===== config.mk =====
export PLATFORM = sky130hd
export DESIGN_NAME = pio_fifo_pair
export DESIGN_NICKNAME = d
export VERILOG_FILES = /design/src/rtl/pio_fifo_pair_pkg.sv /design/src/rtl/pio_fifo_pair_fifo_ctrl.sv /design/src/rtl/pio_fifo_pair.sv
export SDC_FILE = /design/constraint.sdc
export NUM_CORES = 1
export LEC_CHECK = 0
export BUFFER_PORTS_ARGS = -buffer_cell sky130_fd_sc_hd__buf_2
export CORE_MARGIN = 3
export CORE_UTILIZATION = 30
export CTS_CLUSTER_DIAMETER = 120
export DETAILED_ROUTE_END_ITERATION = 6
export PLACE_DENSITY = 0.57
export SLEW_MARGIN = 20
export SYNTH_ARGS = -nofsm -noshare
export SYNTH_HDL_FRONTEND = slang
export SYNTH_SLANG_ARGS = --single-unit

===== constraint.sdc =====
create_clock -name clk -period 7.4 [get_ports clk]
set_input_delay 0.74 -clock clk [delete_from_list [all_inputs] [get_ports clk]]
set_output_delay 0.74 -clock clk [all_outputs]
set_load 0.005 [all_outputs]

===== src/rtl/pio_fifo_pair_pkg.sv =====
// pio_fifo_pair_pkg
// Shared types for the paired PIO FIFO:
//   fifo_status  - packed {empty, full} status pair
//   fifo_mode_t  - storage sharing mode (normal, TX joined, RX joined)
//   decode_mode  - maps the two join inputs onto a mode
package pio_fifo_pair_pkg;

  typedef struct packed {
    logic empty;
    logic full;
  } fifo_status;

  typedef enum logic [1:0] {
    FIFO_NORMAL  = 2'd0,
    FIFO_JOIN_TX = 2'd1,
    FIFO_JOIN_RX = 2'd2
  } fifo_mode_t;

  // Requesting both joins at once is meaningless, so it falls back to NORMAL.
  function automatic fifo_mode_t decode_mode(input logic join_tx, input logic join_rx);
    case ({join_tx, join_rx})
      2'b10:   return FIFO_JOIN_TX;
      2'b01:   return FIFO_JOIN_RX;
      default: return FIFO_NORMAL;
    endcase
  endfunction

endpackage


===== src/rtl/pio_fifo_pair_fifo_ctrl.sv =====
// fifo_ctrl
// Pointer/occupancy controller for one FIFO direction; storage lives in the
// parent. A capacity of 0 describes a disabled FIFO: it then reads as both
// empty and full, so every push and pop is refused without extra logic.
// Ports:
//   clk, rst        clock, synchronous active-high reset
//   capacity [CW]   current number of usable entries (0, DEPTH or 2*DEPTH)
//   push, pop       requests (already masked by the parent for mode changes)
//   flush           clear pointers and count at the next edge
//   head, tail      read / write pointers relative to this FIFO's base
//   count [CW]      registered occupancy
//   empty, full     count == 0, count == capacity
module fifo_ctrl #(
  parameter int CW = 4
) (
  input  logic          clk,
  input  logic          rst,
  input  logic [CW-1:0] capacity,
  input  logic          push,
  input  logic          pop,
  input  logic          flush,
  output logic [CW-2:0] head,
  output logic [CW-2:0] tail,
  output logic [CW-1:0] count,
  output logic          empty,
  output logic          full
);

  logic [CW-2:0] head_reg, head_next;
  logic [CW-2:0] tail_reg, tail_next;
  logic [CW-1:0] count_reg, count_next;
  logic          push_ok, pop_ok;

  // Pointers wrap at the current capacity rather than at the pointer width,
  // because an unjoined FIFO only owns half of the shared array.
  function automatic logic [CW-2:0] wrap_inc(input logic [CW-2:0] ptr,
                                             input logic [CW-1:0] cap);
    if ({1'b0, ptr} == cap - CW'(1)) return '0;
    return ptr + (CW-1)'(1);
  endfunction

  assign empty  = (count_reg == '0);
  assign full   = (count_reg == capacity);
  assign pop_ok = pop && !empty;
  // A push into a full FIFO still goes ahead when a pop frees the slot.
  assign push_ok = push && (!full || pop_ok);

  always_comb begin
    head_next  = head_reg;
    tail_next  = tail_reg;
    count_next = count_reg;
    if (push_ok) tail_next = wrap_inc(tail_reg, capacity);
    if (pop_ok)  head_next = wrap_inc(head_reg, capacity);
    case ({push_ok, pop_ok})
      2'b10:   count_next = count_reg + CW'(1);
      2'b01:   count_next = count_reg - CW'(1);
      default: count_next = count_reg;
    endcase
  end

  always_ff @(posedge clk) begin
    if (rst || flush) begin
      head_reg  <= '0;
      tail_reg  <= '0;
      count_reg <= '0;
    end else begin
      head_reg  <= head_next;
      tail_reg  <= tail_next;
      count_reg <= count_next;
    end
  end

  assign head  = head_reg;
  assign tail  = tail_reg;
  assign count = count_reg;

endmodule


===== src/rtl/pio_fifo_pair.sv =====
// pio_fifo_pair
// Paired TX/RX FIFO for one PIO state machine. Both FIFOs share a single
// 2*DEPTH-entry array; in NORMAL mode TX owns the lower half and RX the upper
// half, and a joined FIFO owns the whole array while the other is disabled.
// Any change of the decoded join mode flushes both FIFOs.
// Optional feature macro: PIO_FIFO_FLAGS_EN adds sticky overflow/underflow
// flags and a flags_clear input.
// Ports:
//   clk, rst                         clock, synchronous active-high reset
//   join_tx, join_rx                 storage-sharing requests
//   tx_push_en, tx_data_in           external bus write into TX
//   tx_pop_en, tx_data_out           state machine read from TX (fall-through)
//   tx_status, tx_count              {empty, full}, occupancy
//   tx_thresh, tx_level_hit          low-water level, tx_count < tx_thresh
//   rx_*                             mirror; rx_level_hit = rx_count >= rx_thresh
//   flags_clear, tx/rx_overflow/underflow  (PIO_FIFO_FLAGS_EN only)
module pio_fifo_pair
  import pio_fifo_pair_pkg::*;
#(
  parameter int  WIDTH = 32,
  parameter int  DEPTH = 4,
  localparam int CW    = $clog2(2*DEPTH) + 1
) (
  input  logic             clk,
  input  logic             rst,
  input  logic             join_tx,
  input  logic             join_rx,
  input  logic             tx_push_en,
  input  logic [WIDTH-1:0] tx_data_in,
  input  logic             tx_pop_en,
  output logic [WIDTH-1:0] tx_data_out,
  output fifo_status       tx_status,
  output logic [CW-1:0]    tx_count,
  input  logic [CW-1:0]    tx_thresh,
  output logic             tx_level_hit,
  input  logic             rx_push_en,
  input  logic [WIDTH-1:0] rx_data_in,
  input  logic             rx_pop_en,
  output logic [WIDTH-1:0] rx_data_out,
  output fifo_status       rx_status,
  output logic [CW-1:0]    rx_count,
  input  logic [CW-1:0]    rx_thresh,
  output logic             rx_level_hit
`ifdef PIO_FIFO_FLAGS_EN
  ,
  input  logic             flags_clear,
  output logic             tx_overflow,
  output logic             tx_underflow,
  output logic             rx_overflow,
  output logic             rx_underflow
`endif
);

  localparam int PW = CW - 1;
  localparam logic [CW-1:0] CAP_HALF = CW'(DEPTH);
  localparam logic [CW-1:0] CAP_FULL = CW'(2*DEPTH);

  fifo_mode_t mode_decoded, mode_q;
  logic       mode_chg;

  logic [CW-1:0] tx_cap, rx_cap;
  logic [PW-1:0] tx_head, tx_tail, rx_head, rx_tail, rx_base;
  logic          tx_empty, tx_full, rx_empty, rx_full;
  logic          tx_push_g, tx_pop_g, rx_push_g, rx_pop_g;
  logic          tx_wr, rx_wr;

  logic [WIDTH-1:0] mem [2*DEPTH];

  assign mode_decoded = decode_mode(join_tx, join_rx);
  // rst already flushes everything, so a change is only reported outside it.
  assign mode_chg = (mode_decoded != mode_q) && !rst;

  // The registered mode is simply the previous decode; loading during rst
  // means the first cycle out of reset never looks like a mode change.
  always_ff @(posedge clk) begin
    mode_q <= mode_decoded;
  end

  always_comb begin
    tx_cap  = CAP_HALF;
    rx_cap  = CAP_HALF;
    rx_base = PW'(DEPTH);
    case (mode_q)
      FIFO_JOIN_TX: begin
        tx_cap = CAP_FULL;
        rx_cap = '0;
      end
      FIFO_JOIN_RX: begin
        tx_cap  = '0;
        rx_cap  = CAP_FULL;
        rx_base = '0;
      end
      default: ;
    endcase
  end

  assign tx_push_g = tx_push_en && !mode_chg && !rst;
  assign tx_pop_g  = tx_pop_en  && !mode_chg && !rst;
  assign rx_push_g = rx_push_en && !mode_chg && !rst;
  assign rx_pop_g  = rx_pop_en  && !mode_chg && !rst;

  fifo_ctrl #(.CW(CW)) u_tx_ctrl (
    .clk      (clk),
    .rst      (rst),
    .capacity (tx_cap),
    .push     (tx_push_g),
    .pop      (tx_pop_g),
    .flush    (mode_chg),
    .head     (tx_head),
    .tail     (tx_tail),
    .count    (tx_count),
    .empty    (tx_empty),
    .full     (tx_full)
  );

  fifo_ctrl #(.CW(CW)) u_rx_ctrl (
    .clk      (clk),
    .rst      (rst),
    .capacity (rx_cap),
    .push     (rx_push_g),
    .pop      (rx_pop_g),
    .flush    (mode_chg),
    .head     (rx_head),
    .tail     (rx_tail),
    .count    (rx_count),
    .empty    (rx_empty),
    .full     (rx_full)
  );

  // Same acceptance rule as inside fifo_ctrl: a full FIFO takes a word only
  // when it also gives one up, and then the tail slot is the vacated head.
  assign tx_wr = tx_push_g && (!tx_full || (tx_pop_g && !tx_empty));
  assign rx_wr = rx_push_g && (!rx_full || (rx_pop_g && !rx_empty));

  // TX always starts at entry 0, so only RX needs a base offset. In NORMAL
  // mode the two regions are disjoint; in a joined mode only one side writes.
  always_ff @(posedge clk) begin
    if (tx_wr) mem[tx_tail] <= tx_data_in;
    if (rx_wr) mem[rx_base + rx_tail] <= rx_data_in;
  end

  assign tx_data_out = tx_empty ? '0 : mem[tx_head];
  assign rx_data_out = rx_empty ? '0 : mem[rx_base + rx_head];

  assign tx_status = '{empty: tx_empty, full: tx_full};
  assign rx_status = '{empty: rx_empty, full: rx_full};

  assign tx_level_hit = (mode_q != FIFO_JOIN_RX) && (tx_count <  tx_thresh);
  assign rx_level_hit = (mode_q != FIFO_JOIN_TX) && (rx_count >= rx_thresh);

`ifdef PIO_FIFO_FLAGS_EN
  logic tx_ovf_set, tx_udf_set, rx_ovf_set, rx_udf_set;

  // Requests swallowed by a mode change are not errors, hence the mode_chg
  // term. A disabled FIFO is empty and full, so anything sent to it counts.
  assign tx_ovf_set = tx_push_en && !mode_chg && tx_full && !(tx_pop_en && !tx_empty);
  assign tx_udf_set = tx_pop_en  && !mode_chg && tx_empty;
  assign rx_ovf_set = rx_push_en && !mode_chg && rx_full && !(rx_pop_en && !rx_empty);
  assign rx_udf_set = rx_pop_en  && !mode_chg && rx_empty;

  // A new event outranks flags_clear on the same edge.
  always_ff @(posedge clk) begin
    if (rst) begin
      tx_overflow  <= 1'b0;
      tx_underflow <= 1'b0;
      rx_overflow  <= 1'b0;
      rx_underflow <= 1'b0;
    end else begin
      tx_overflow  <= tx_ovf_set | (tx_overflow  & ~flags_clear);
      tx_underflow <= tx_udf_set | (tx_underflow & ~flags_clear);
      rx_overflow  <= rx_ovf_set | (rx_overflow  & ~flags_clear);
      rx_underflow <= rx_udf_set | (rx_underflow & ~flags_clear);
    end
  end
`endif

endmodule


### Yosys cells after proc, flatten, opt, wreduce, memory -nomap -nowiden

Memory sizes are Yosys's and may differ from the RTL's. A register that Yosys moved wholly into a read port is not among the register bits.
Cells that the tools add are included.

| storage, ports and cells | value |
|---|---|
| register bits after elaboration | 22 |
| latch bits | 0 |
| RAM bits | 256 |
| ROM bits | 0 |
| input bits | 80 |
| memories | 1 |

| operators by class | value |
|---|---|
| $add $sub $neg | 12 |
| multipliers | 0 |
| divide/modulo/power cells | 0 |
| magnitude comparators | 2 |
| equality and inequality tests | 17 |
| shifts and indexed selects | 0 |
| muxes and demuxes | 30 |
| bitwise gates (word level) | 0 |
| reductions and logical operators | 28 |

Memories:

| memory | depth | bits a word | rd ports | clocked after memory_dff | wr ports | RTL line | RTL |
|---|---|---|---|---|---|---|---|
| mem | 8 | 32 | 2 | 1 | 2 | pio_fifo_pair.sv:67 | `logic [WIDTH-1:0] mem [2*DEPTH];` |

Operator list:

| cell | count |
|---|---|
| 32-bit 2-to-1 mux | 2 |
| 3-bit 2-to-1 mux | 11 |
| 4-bit one-hot mux with 2 select lines | 4 |
| 3-bit by 4-bit equality test with 1-bit output | 4 |
| 4-bit by 1-bit subtractor with 4-bit output (second input constant) | 4 |
| 1-bit logical AND | 15 |
| 3-bit by 1-bit adder with 3-bit output (second input constant) | 4 |
| 1-bit 2-to-1 mux | 12 |
| 4-bit by 1-bit adder with 4-bit output (second input constant) | 2 |
| 2-bit by 1-bit equality test with 1-bit output (second input constant) | 4 |
| 2-bit equality test (second input constant) | 4 |
| 4-bit equality test | 2 |
| 4-bit zero test | 2 |
| 3-bit adder | 2 |
| 1-bit zero test | 6 |
| 4-bit >= comparator | 1 |
| 4-bit < comparator | 1 |
| 2-bit one-hot mux with 2 select lines | 1 |
| 2-bit nonzero test | 2 |
| 1-bit logical OR | 3 |
| 2-bit by 1-bit != test with 1-bit output (second input constant) | 1 |
| 2-bit != test | 1 |
| 2-bit != test (second input constant) | 1 |

### Depth between registers and ports, before layout

| depth | value |
|---|---|
| word-level depth | 12 |
| depth in mapped cells | 16 |
| gate-level depth less buffers | 14 |

### Modules after synthesis

Synthesis repeated with hierarchy kept, for this count alone.

| second synthesis, totals | value |
|---|---|
| cells, all modules | 1141 |
| area, all modules | 16852.4 µm² |

By module, submodules not included:

| module | instances | cells each | area each (µm²) |
|---|---|---|---|
| pio_fifo_pair | 1 | 971 | 15334.7 |
| fifo_ctrl at u_rx_ctrl | 1 | 86 | 765.7 |
| fifo_ctrl at u_tx_ctrl | 1 | 84 | 752.0 |

### Least setup slack after synthesis

OpenSTA, ideal clock, no wires.

| path | value |
|---|---|
| path type | input -> register |
| from | in join_tx |
| to | mem mem[0][0], enable pin |
| arrival time | 5098 ps |
| required time | 6889 ps |
| path slack | 1791 ps |
| stages on the path | 6 |
| path buffers | 1 |
| path through | and4bb_2 a31oi_1 a21o_1 or2_2 buf_2 o41ai_1 |

RTL lines:

| item | RTL line | RTL |
|---|---|---|
| start, declared | pio_fifo_pair.sv:26 | `input logic join_tx,` |
| end, declared | pio_fifo_pair.sv:67 |  |

==> impl_metrics.py <==
metrics = {
    "status": {
        "status": "finished, final reports clean",
    },
    "critical_path": {
        "required_ps": 6660,
        "cp-end-kind": "output pin",
        "critPathArrivalTime_ps": 3290,
        "path_class": "flip-flop to output pin",
        "cp_max_fo": 34,
        "startpoint_type": "flip-flop",
    },
    "logic_synthesis": {
        "ys_ff_latch": 281,
        "yosysWarningCount": 0,
        "synth_edf_count": 256,
        "netlist_area_sq_mm": 0.0169,
        "synth_ff_type": "edfxtp_1",
        "ys_types": 51,
        "netlist_instances": 1097,
        "syn_nets": 1198,
        "syn_avg_cell_area_sq_um": 15.4,
        "ys_async_sr_fraction_pct": 0,
        "yosysSeqAreaShare_pct": 48.4,
    },
    "power_and_ir_drop": {
        "power_w": 0.00366,
        "p_per_area_mw_per_mm2": 189,
        "power.leakage_nw": 6.71,
        "vdd_drop_max_v": 0.000164,
    },
    "global_route": {
        "grt_util_met1_pct": 21.7,
        "grt_first_pass_wirelength_mm": 72.2,
        "antenna_found_initial": 3,
        "grt_pass1_vias": 10986,
        "grt_start_max_net_pins": 65,
        "met3_usage_pct": 2.30,
        "busiest_layer": "met2",
        "overflow": 0,
        "grt_use_met2_pct": 27.5,
        "grt_usage_pct": 16.0,
    },
    "sta": {
        "worstMarginPinSlew_ps": 1100,
        "max_freq_mhz": 248,
        "fin_ws_ps": 3370,
        "finalCritPeriodShare_pct": 54.5,
        "setup_viol": 0,
        "max_slew_margin_pct": 26.9,
        "skew_ps": 9.80,
        "grt_setup_unrepaired": "no",
        "final_hold_viol_count": 0,
        "fin_setup_tns_ps": 0,
        "min_period_ps": 4030,
        "slew_violations": 0,
    },
    "detailed_routing": {
        "firstDrtPassIters": 5,
        "drcViolationCount": 0,
        "ant_nets": 0,
        "num_vias": 10247,
        "vias_per_cell": 5.13,
        "wl_mm": 48.0,
        "drtIter0Drc": 694,
        "wl_per_cell_um": 24.1,
    },
    "layout": {
        "largest_register_ffs": 256,
        "drive_gt1_share_pct": 49.6,
        "post-route-util_pct": 35.0,
        "fill_cells": 5419,
        "final_area_sq_mm": 0.0194,
        "area_growth_pct": 14.7,
        "nets": 1325,
    },
    "clocking": {
        "clock-sinks": 281,
        "h-tree-depth": 1,
        "hold_buffers": 0,
        "insertion_delay_ps": 570,
        "cts_tree": "built",
        "cts-root-buf": "clkbuf_16",
        "clk_pin_slew_ps": 60,
        "max-clock-path-buffers": 3,
        "cts_setup_buffers": 0,
        "cts_made_buffers": 31,
        "cts_resized": 0,
    },
    "die": {
        "start_util_pct": 30.5,
        "rows": 86,
        "die_w_um": 244,
        "fp.coreArea_sq_mm": 0.0555,
        "ios": 158,
        "dieArea_sq_mm": 0.0593,
        "die_h_um": 244,
    },
    "placed_design": {
        "dpl_cell_area_sq_mm": 0.0184,
        "port_buffers": 157,
        "hpwl_mm": 30.8,
        "pre_cts_ws_ps": 3450,
        "place_congestion": 0.742,
    },
    "hold_path": {
        "hold_path_class": "input port to flip-flop",
    },
    "run": {
        "maxCapViolCount": 0,
    },
}
-- cell usage after synthesis, types with 2 or more instances --
cell type | instances | area, sq um
edfxtp_1 | 256 | 7690
mux2_2 | 200 | 2250
mux4_2 | 128 | 2880
nand2_1 | 73 | 274
nor2_1 | 60 | 225
a21oi_1 | 46 | 230
mux2i_1 | 37 | 370
clkbuf_1 | 31 | 116
mux2_1 | 29 | 327
mux2_4 | 29 | 435
dfxtp_1 | 25 | 500
buf_6 | 21 | 236
ha_1 | 20 | 250
inv_1 | 19 | 71.3
buf_2 | 14 | 70.1
xor2_1 | 14 | 123
o21ai_0 | 11 | 55.1
buf_1 | 7 | 26.3
nand3_4 | 7 | 123
a21o_1 | 6 | 45.0
xnor2_1 | 6 | 52.6
nand3_1 | 5 | 25.0
nor2b_1 | 5 | 31.3
buf_12 | 4 | 80.1
buf_4 | 4 | 30.0
nand2b_1 | 4 | 25.0
a311oi_1 | 3 | 26.3
or2_2 | 3 | 18.8
a31oi_1 | 2 | 12.5
clkbuf_8 | 2 | 27.5
nor3_1 | 2 | 10.0
o31ai_1 | 2 | 15.0
o41ai_1 | 2 | 17.5
o41ai_4 | 2 | 55.1
or4_1 | 2 | 15.0
-- layer usage --
metal | wire length [um] | vias to the layer above | share of wire, %
li1 | - | 4595 | -
met1 | 21300 | 5357 | 44
met2 | 23800 | 243 | 50
met3 | 2230 | 48 | 4.6
met4 | 712 | 4 | 1.5
met5 | 24 | - | 0.050
-- layout by cell type (no fill, tap or decap), types with 6 or more instances in the layout --
cell type and instances:
ha_1 20, buf_4 20, a21oi_1 46, edfxtp_1 256
mux2_2 200, xor2_1 13, bufinv_16 7, nor2_1 60
mux2i_1 37, o21ai_0 7, a21o_1 6, mux2_4 29
clkbuf_16 31, mux4_2 128, nand3_4 7, inv_1 19
nand2_1 73, mux2_1 29, clkinv_2 9, buf_2 157
dfxtp_1 20
-- layout make-up --
| cell class | instances | area (sq um) | share of cell area [%] |
|---|---|---|---|
| clock inverters | 21 | 274 | 1.41 |
| clock buffers | 35 | 791 | 4.07 |
| well taps | 748 | 936 | 4.82 |
| multi-input cells | 714 | 8210 | 42.3 |
| diodes | 1 | 2.50 | 0.0129 |
| inverters | 19 | 71.3 | 0.367 |
| flip-flops and latches | 281 | 8200 | 42.2 |
| repair buffers | 177 | 936 | 4.82 |
-- worst max-delay path, cell delays in order, from the launching register on --
cell     delay (ps)
dfxtp_4         770
buf_4           720
mux4_2          580
mux2i_1         390
nor2_1           80
buf_2           150
-- final timing paths --
path	slack (ps)	start	cells past startpoint	to
setup reg to reg	3460	mode_q[0]$_DFF_P_	14	u_rx_ctrl.count[3]$_SDFFE_PP0P_
hold / removal	390	join_tx	2	mode_q[1]$_DFF_P_
hold reg to reg	510	u_rx_ctrl.tail[1]$_SDFFE_PP0P_	2	u_rx_ctrl.tail[1]$_SDFFE_PP0P_
setup / recovery	3370	flip-flop	5	tx_data_out[0]
-- cell families (layout without fill, tap and decap cells) --
group                      count (synthesis)  count (layout)  share of synthesized area (%)
xor gates and xnor gates                  20              20                           1.03
DFF                                      281             281                           48.4
muxes                                    423             423                           37.0
and+or+nand+nor                          174             174                           5.27
adders and majority gates                 21              21                           1.60
other                                      0               1                              0
buffers and inverters                    102             252                           3.89
AOI/OAI and AO/OA                         76              76                           2.85
-- power breakdown --
group | internal, W | leakage [nW] | total [W] | switching, W
clock network | 0.00100 | 0.529 | 0.00165 | 0.000644
logic | 0.000121 | 3.67 | 0.000261 | 0.000139
registers | 0.00175 | 2.51 | 0.00175 | 0.00000825
-- stage by stage --
| step | cells | hold WS (ps) |
|---|---|---|
| after floorplan | 1097 | 461 |
| after global placement | 1939 | 493 |
| after detailed placement | 1939 | 502 |
| after CTS | 1995 | 359 |
| after global routing | 1995 | 382 |
| final | 1996 | 393 |
No activity file was read; power rests on OpenSTA's default activity.
